===== src/rtl/fifo_display_scan.sv =====
// fifo_display_scan
// Shows the 8 FIFO slots on an 8-digit common-anode seven-segment display,
// one digit at a time. Each slot is read through the register file's second
// read port. Occupied slots show their hex value, empty slots stay blank, and
// the decimal point marks the head slot. Between digits there is a short
// period with all anodes off, so the previous digit does not ghost onto the
// next one.
module fifo_display_scan #(
  parameter logic [15:0] SCAN_DIV  = 16'd50000,  // cycles each digit is driven
  parameter logic [7:0]  BLANK_CYC = 8'd16       // all-off cycles between digits
) (
  input  logic       clk,
  input  logic       rst,
  input  logic [7:0] valid,
  input  logic [2:0] head,
  input  logic [3:0] rd1,
  output logic [2:0] ra1,
  output logic [7:0] an,
  output logic [6:0] seg,
  output logic       dp
);

  typedef enum logic {
    ST_BLANK = 1'b0,
    ST_DISP  = 1'b1
  } state_t;

  state_t      state_r;
  logic [15:0] cnt_r;
  logic [2:0]  idx_r;
  logic [7:0]  an_r;
  logic [6:0]  seg_r;
  logic        dp_r;

  logic        blank_last_s;
  logic        disp_last_s;
  logic [7:0]  an_next_s;
  logic [6:0]  seg_next_s;
  logic        dp_next_s;

  // Hex digit to active-low segment pattern, bit order {g,f,e,d,c,b,a}.
  function automatic logic [6:0] hex7(input logic [3:0] v);
    logic [6:0] p;
    case (v)
      4'h0:    p = 7'h40;
      4'h1:    p = 7'h79;
      4'h2:    p = 7'h24;
      4'h3:    p = 7'h30;
      4'h4:    p = 7'h19;
      4'h5:    p = 7'h12;
      4'h6:    p = 7'h02;
      4'h7:    p = 7'h78;
      4'h8:    p = 7'h00;
      4'h9:    p = 7'h10;
      4'hA:    p = 7'h08;
      4'hB:    p = 7'h03;
      4'hC:    p = 7'h46;
      4'hD:    p = 7'h21;
      4'hE:    p = 7'h06;
      4'hF:    p = 7'h0E;
      default: p = 7'h7F;
    endcase
    return p;
  endfunction

  assign blank_last_s = (cnt_r == {8'd0, BLANK_CYC - 8'd1});
  assign disp_last_s  = (cnt_r == (SCAN_DIV - 16'd1));

  // Digit pattern captured when the current slot is switched on.
  always_comb begin
    an_next_s  = ~(8'b0000_0001 << idx_r);
    seg_next_s = 7'h7F;
    dp_next_s  = 1'b1;
    if (valid[idx_r]) begin
      seg_next_s = hex7(rd1);
      dp_next_s  = ~(head == idx_r);
    end else begin
      seg_next_s = 7'h7F;
      dp_next_s  = 1'b1;
    end
  end

  // Blank/display scan sequencer; the outputs are loaded only on phase changes.
  always_ff @(posedge clk or negedge rst) begin
    if (!rst) begin
      state_r <= ST_BLANK;
      cnt_r   <= 16'd0;
      idx_r   <= 3'd0;
      an_r    <= 8'hFF;
      seg_r   <= 7'h7F;
      dp_r    <= 1'b1;
    end else begin
      case (state_r)
        ST_BLANK: begin
          if (blank_last_s) begin
            an_r    <= an_next_s;
            seg_r   <= seg_next_s;
            dp_r    <= dp_next_s;
            cnt_r   <= 16'd0;
            state_r <= ST_DISP;
          end else begin
            cnt_r   <= cnt_r + 16'd1;
          end
        end
        ST_DISP: begin
          if (disp_last_s) begin
            an_r    <= 8'hFF;
            seg_r   <= 7'h7F;
            dp_r    <= 1'b1;
            idx_r   <= idx_r + 3'd1;
            cnt_r   <= 16'd0;
            state_r <= ST_BLANK;
          end else begin
            cnt_r   <= cnt_r + 16'd1;
          end
        end
        default: begin
          state_r <= ST_BLANK;
          cnt_r   <= 16'd0;
          an_r    <= 8'hFF;
          seg_r   <= 7'h7F;
          dp_r    <= 1'b1;
        end
      endcase
    end
  end

  assign ra1 = idx_r;
  assign an  = an_r;
  assign seg = seg_r;
  assign dp  = dp_r;

endmodule


===== config.mk =====
export PLATFORM = sky130hd
export DESIGN_NAME = fifo_display_scan
export DESIGN_NICKNAME = d
export VERILOG_FILES = /design/src/rtl/fifo_display_scan.sv
export SDC_FILE = /design/constraint.sdc
export NUM_CORES = 1
export LEC_CHECK = 0
export CAP_MARGIN = 20
export CORE_ASPECT_RATIO = 1.2
export CORE_MARGIN = 5
export CORE_UTILIZATION = 53
export CTS_BUF_LIST = sky130_fd_sc_hd__clkbuf_16
export DETAILED_ROUTE_END_ITERATION = 16
export PLACE_DENSITY_LB_ADDON = 0.05
export SYNTH_ARGS = -nofsm -noshare
export SYNTH_HDL_FRONTEND = slang
export SYNTH_SLANG_ARGS = --single-unit

===== constraint.sdc =====
create_clock -name clk -period 2.2 [get_ports clk]
set_clock_uncertainty 0.15 [all_clocks]
set_input_delay 0.33 -clock clk [delete_from_list [all_inputs] [get_ports clk]]
set_output_delay 0.33 -clock clk [all_outputs]
set_load 0.05 [all_outputs]

After elaboration in Yosys (flattened, before gate mapping) --
Memories as Yosys holds them, arrays and structs flattened. Index checks and enable logic that the tools add are counted.
Word-level totals: flip-flop bits (word level) 36, bits in read-only memories 112, input port bits 17, memories 1
Memories:
- (name not given) | words 16, width 7, rd ports 1, clocked after Yosys merged registers in 0, wr ports 0, line 44 | case (v)
Cells by class: add/subtract/negate cells 2, order comparisons 1, equality and inequality tests 5, shift-type cells 1, mux-type cells 19, bitwise gates (word level) 3, reductions and logical operators 2
Operators by type and width (number):
- $mux 16 | 2
- $pmux 16 s2 | 1
- $mux 7 | 3
- $add 16x1->16 const B | 1
- $eq 16x16->1 const B | 1
- $eq 16x4->1 const B | 1
- $mux 8 | 2
- $pmux 8 s2 | 1
- $pmux 7 s2 | 1
- $not 8->8 | 1
- $shl 1x3->8 const A | 1
- $mux 1 | 6
- $lt 3x4->1 const B | 1
- $pmux 1 s2 | 2
- $reduce_and 2->1 | 2
- $add 3x1->3 const B | 1
- $bmux 1 s3 | 1
- $eq 3x3->1 | 1
- $ne 2x1->1 const B | 1
- $ne 2x2->1 const B | 1
- $not 1->1 | 2

Longest topological paths before layout --
Gate-level depths: netlist of the first run.
word-level depth 5, depth in mapped cells 7

Worst setup path before layout of the first run --
OpenSTA, ideal clock, no wires.
kind register -> register, from reg idx_r[0] (netlist: ra1[0]), to reg seg_r[3] (netlist: seg[3]), setup time 0.082 ns, arrival time 1.911 ns, path slack 0.057 ns, cell stages (with the launch flop) 6, path buffers 1, path through dfrtp_1 > buf_4 > mux4_2 > o22ai_2 > or3_1 > mux2_2
Between the ends: cells in the longest elaborated chain, start to end 5
RTL lines:
- start, declared | line 30 | logic [2:0] idx_r;
- start signal, assigned | line 110 | idx_r <= idx_r + 3'd1;
- $bmux 1 s3 | line 74 | if (valid[idx_r]) begin
- $mux 1 (not written as such) | line 74
- $mux 7 | line 74
- $mux 7 | line 95 | if (blank_last_s) begin
- $pmux 7 s2 | line 93 | case (state_r)
- end signal, assigned | line 97 | seg_r <= seg_next_s;
- end, declared | line 32 | logic [6:0] seg_r;
No other way between the ends. The select of a mux whose other input is x is not followed. A chain may end at the register's enable or synchronous reset.

Final worst setup path of the first run --
from reg an_r[7] (netlist: an[7]), to out an[7]
RTL lines:
- start, declared | line 31 | logic [7:0] an_r;
- start signal, assigned | line 96 | an_r <= an_next_s;
- end, declared | line 18 | output logic [7:0] an,
No word-level cell between the ends.

==> qor.txt, run 1 <==
grt total ovfl: 0
Leakage: 1.209 nW
Crit path buffers/inverters: 1
Yosys reg bits: 36
cts bufs inserted: 5
top-area cell type share of the netlist area: 23.16%
drc violations: 0
CTS tree: built
CP Max Fanout: 2
Max VDD drop: 0.3784 mV
initial antenna violation count: 0
CP max-delay cell: clkdlybuf4s50_1
async set-reset flop share out of synthesis: 100.0%
Slew Limit Fails: 0
f_max: 477.7 MHz
Reg-to-Reg Start: cnt_r[0]
Tot Pwr: 0.001660 W
ANT cells: 0
first-iteration detailed-routing DRC count: 91
die height: 79.95 µm
setup bufs post-CTS: 0
CP max stage delay: 0.80 ns
Main synth FF type: dfrtp_1
main area contributors after synthesis: dfrtp_1 (23%), dfstp_2 (19%), ha_1 (8.1%)
Clock transition at path regs: 0.06 ns
power density over the cells: 590.9 nW/µm²
final hold slack: 0.3152 ns
Layout Nets: 282
Post-DP Area: 2636 µm²
IO Port Bufs: 35
cell row count: 25
Vias: 1657
outcome: complete, no violations
GP Congestion: 0.8723
worst setup margin: 0.1067 ns
Clock Latency Late Sink: 0.27 ns
Final min period: 2.093 ns
fin crit share: 95.15%
Longest Clk Path Bufs: 2
layout cells sized above 1: 25.40%
sequential area share after synthesis: 42.62%
CTS root buf: clkbuf_16
DIE AREA: 5459 µm²
Finished Cell Area: 2809 µm²
CP startpoint: an[7]
final WL: 4783 µm
Clock Sinks: 36
cells after synthesis: 202
WP data required: 1.72 ns
Setup CP Type: register to output port
Mean Syn Cell Area: 10.70 µm²
total of hold buffers inserted after clock tree synthesis: 0
leading area contributor after synthesis: dfrtp_1
Syn. warnings: 0
max_slew headroom: 65.85%
Worst Max-Slew Pin Slew: 0.5107 ns
Final ANT Viol Nets: 0
H-Tree Level Count: 2
RSZ-0062 raised after global routing: no
Cell Area, Synth: 2161 µm²
worst path cell trace: clkdlybuf4s50_1
routed len/inst: 15.63 µm
Max-Cap Viols: 0
Filler cells: 333
I/O pin cnt: 36
largest net degree at the start of global routing: 37
setup tns final: 0 ns
critical path endpoint category: output port
first-pass GRT wire length: 8128 µm
Mapped Nets: 233
Final Hold Viols: 0
Initial Utilization: 54.83%
post-DP HPWL: 3659 µm
final setup vio count: 0
Startpoint Class: register
first-pass iteration count of the detailed router: 4
Post-synth EDFFs: 0
most frequent cell after synthesis: inv_1
gr usage total: 19.68%
arrival time at the worst endpoint: 1.61 ns
number of global-route vias before repair: 1785
crit-path leading delay family: buffers and inverters
hold crit path type: primary input to async pin
dpl ws: -0.2900 ns
Area Growth Syn to Fin: 29.99%
die extent in x: 68.29 µm
core area: 3941 µm²
Post-synth top cells: inv_1 (21), dfrtp_1 (20), dfstp_2 (16), ha_1 (14), mux2i_1 (13)
Via density: 5.415
unique cell type count in the Yosys netlist: 44
==> where the power goes <==
group | total (W) | switching [W] | internal (W)
combinational | 0.000176 | 0.0000960 | 0.0000798
sequential | 0.000688 | 0.00000594 | 0.000682
clock | 0.000796 | 0.000264 | 0.000532
total | 0.00166 | 0.000366 | 0.00129
==> logic make-up after synthesis <==
group | synth area share [%]
buf+inv | 5.501
fa+ha+maj | 8.107
xor+xnor | 6.891
flops | 42.62
compound gates | 5.907
mux | 12.80
simple gates | 18.18
==> layout make-up <==
cell class                      count  area [µm²]  area share [%]
Clock buffer                        5       125.1           4.454
Clock inverter                      3       42.54           1.514
Inverter                           21       78.83           2.806
Multi-Input combinational cell    138        1121           39.91
Sequential cell                    36       920.9           32.78
Tap cell                           54       67.56           2.405
Timing Repair Buffer               49       452.9           16.12
==> what timing repair did <==
action                     CTS  global route
gates resized for setup      1             3
setup endpoints to repair    1             1
hold endpoints to repair     0             0
==> metal layers <==
layer	wire length [µm]	GRT usage, %	vias to the layer above
li1	-	-	797
met1	2001	22.53	813
met2	2538	34.72	39
met3	164	5.070	8
met4	78	6.362	0
met5	0	0	-
==> state kept, by name (all words and copies together) (netlist names) <==
register and flops:
state_r 1, cnt_r 16, an 8, ra1 3, dp 1, seg 7
==> cells in the final DEF (no fill, tap or decap), types with 8 or more instances in the layout <==
cell type        instances
nor2_1                  10
dfrtp_1                 20
nor3_1                  10
mux2_2                   9
ha_1                    14
mux2i_1                 13
xor2_1                   8
clkdlybuf4s50_1         30
xnor2_1                  9
inv_1                   19
dfstp_2                 16
nand2_1                  8
buf_4                   17
==> per-stage QoR <==
| stage | util (%) | cells |
|---|---|---|
| after CTS | 71.14 | 306 |
| final | 71.27 | 306 |
| after detailed placement | 66.89 | 298 |
| after global placement | 66.89 | 298 |
| after global routing | 71.27 | 306 |
| after floorplan | - | 202 |
==> worst paths after layout <==
check / slack (ns) / to / cells past startpoint
max: 0.11 / an[7] / 1
min: 0.32 / cnt_r[5] / 2
max reg2reg: 0.18 / an[6] / 5
min reg2reg: 0.32 / seg[6] / 2
max in group asynchronous: 1.23 / an[5] / 2
min in group clk: 0.32 / seg[6] / 2
(Power assumes the default switching activity.)
==> inputs of run 2 (changes only) <==
Settings changed: SKIP_CTS_REPAIR_TIMING from default to 1.
==> results of run 2 <==
Final layout, timing and power as in run 1 (identical DEF).
Among the figures that moved: wire length of the first global-routing pass 8128 µm -> 8142 µm; via count of the first global-routing pass 1785 -> 1784; overall routing resource usage 19.68% -> 19.71%; met1 usage 22.53% -> 22.62%
==> inputs of run 3 (changes only) <==
Settings changed: SETUP_SLACK_MARGIN from default to 0.02.
==> results of run 3 <==
Final layout, timing and power as in run 1 (identical DEF).
Among the figures that moved: wire length of the first global-routing pass 8128 µm -> 8142 µm; via count of the first global-routing pass 1785 -> 1784; overall routing resource usage 19.68% -> 19.71%; met1 usage 22.53% -> 22.62%
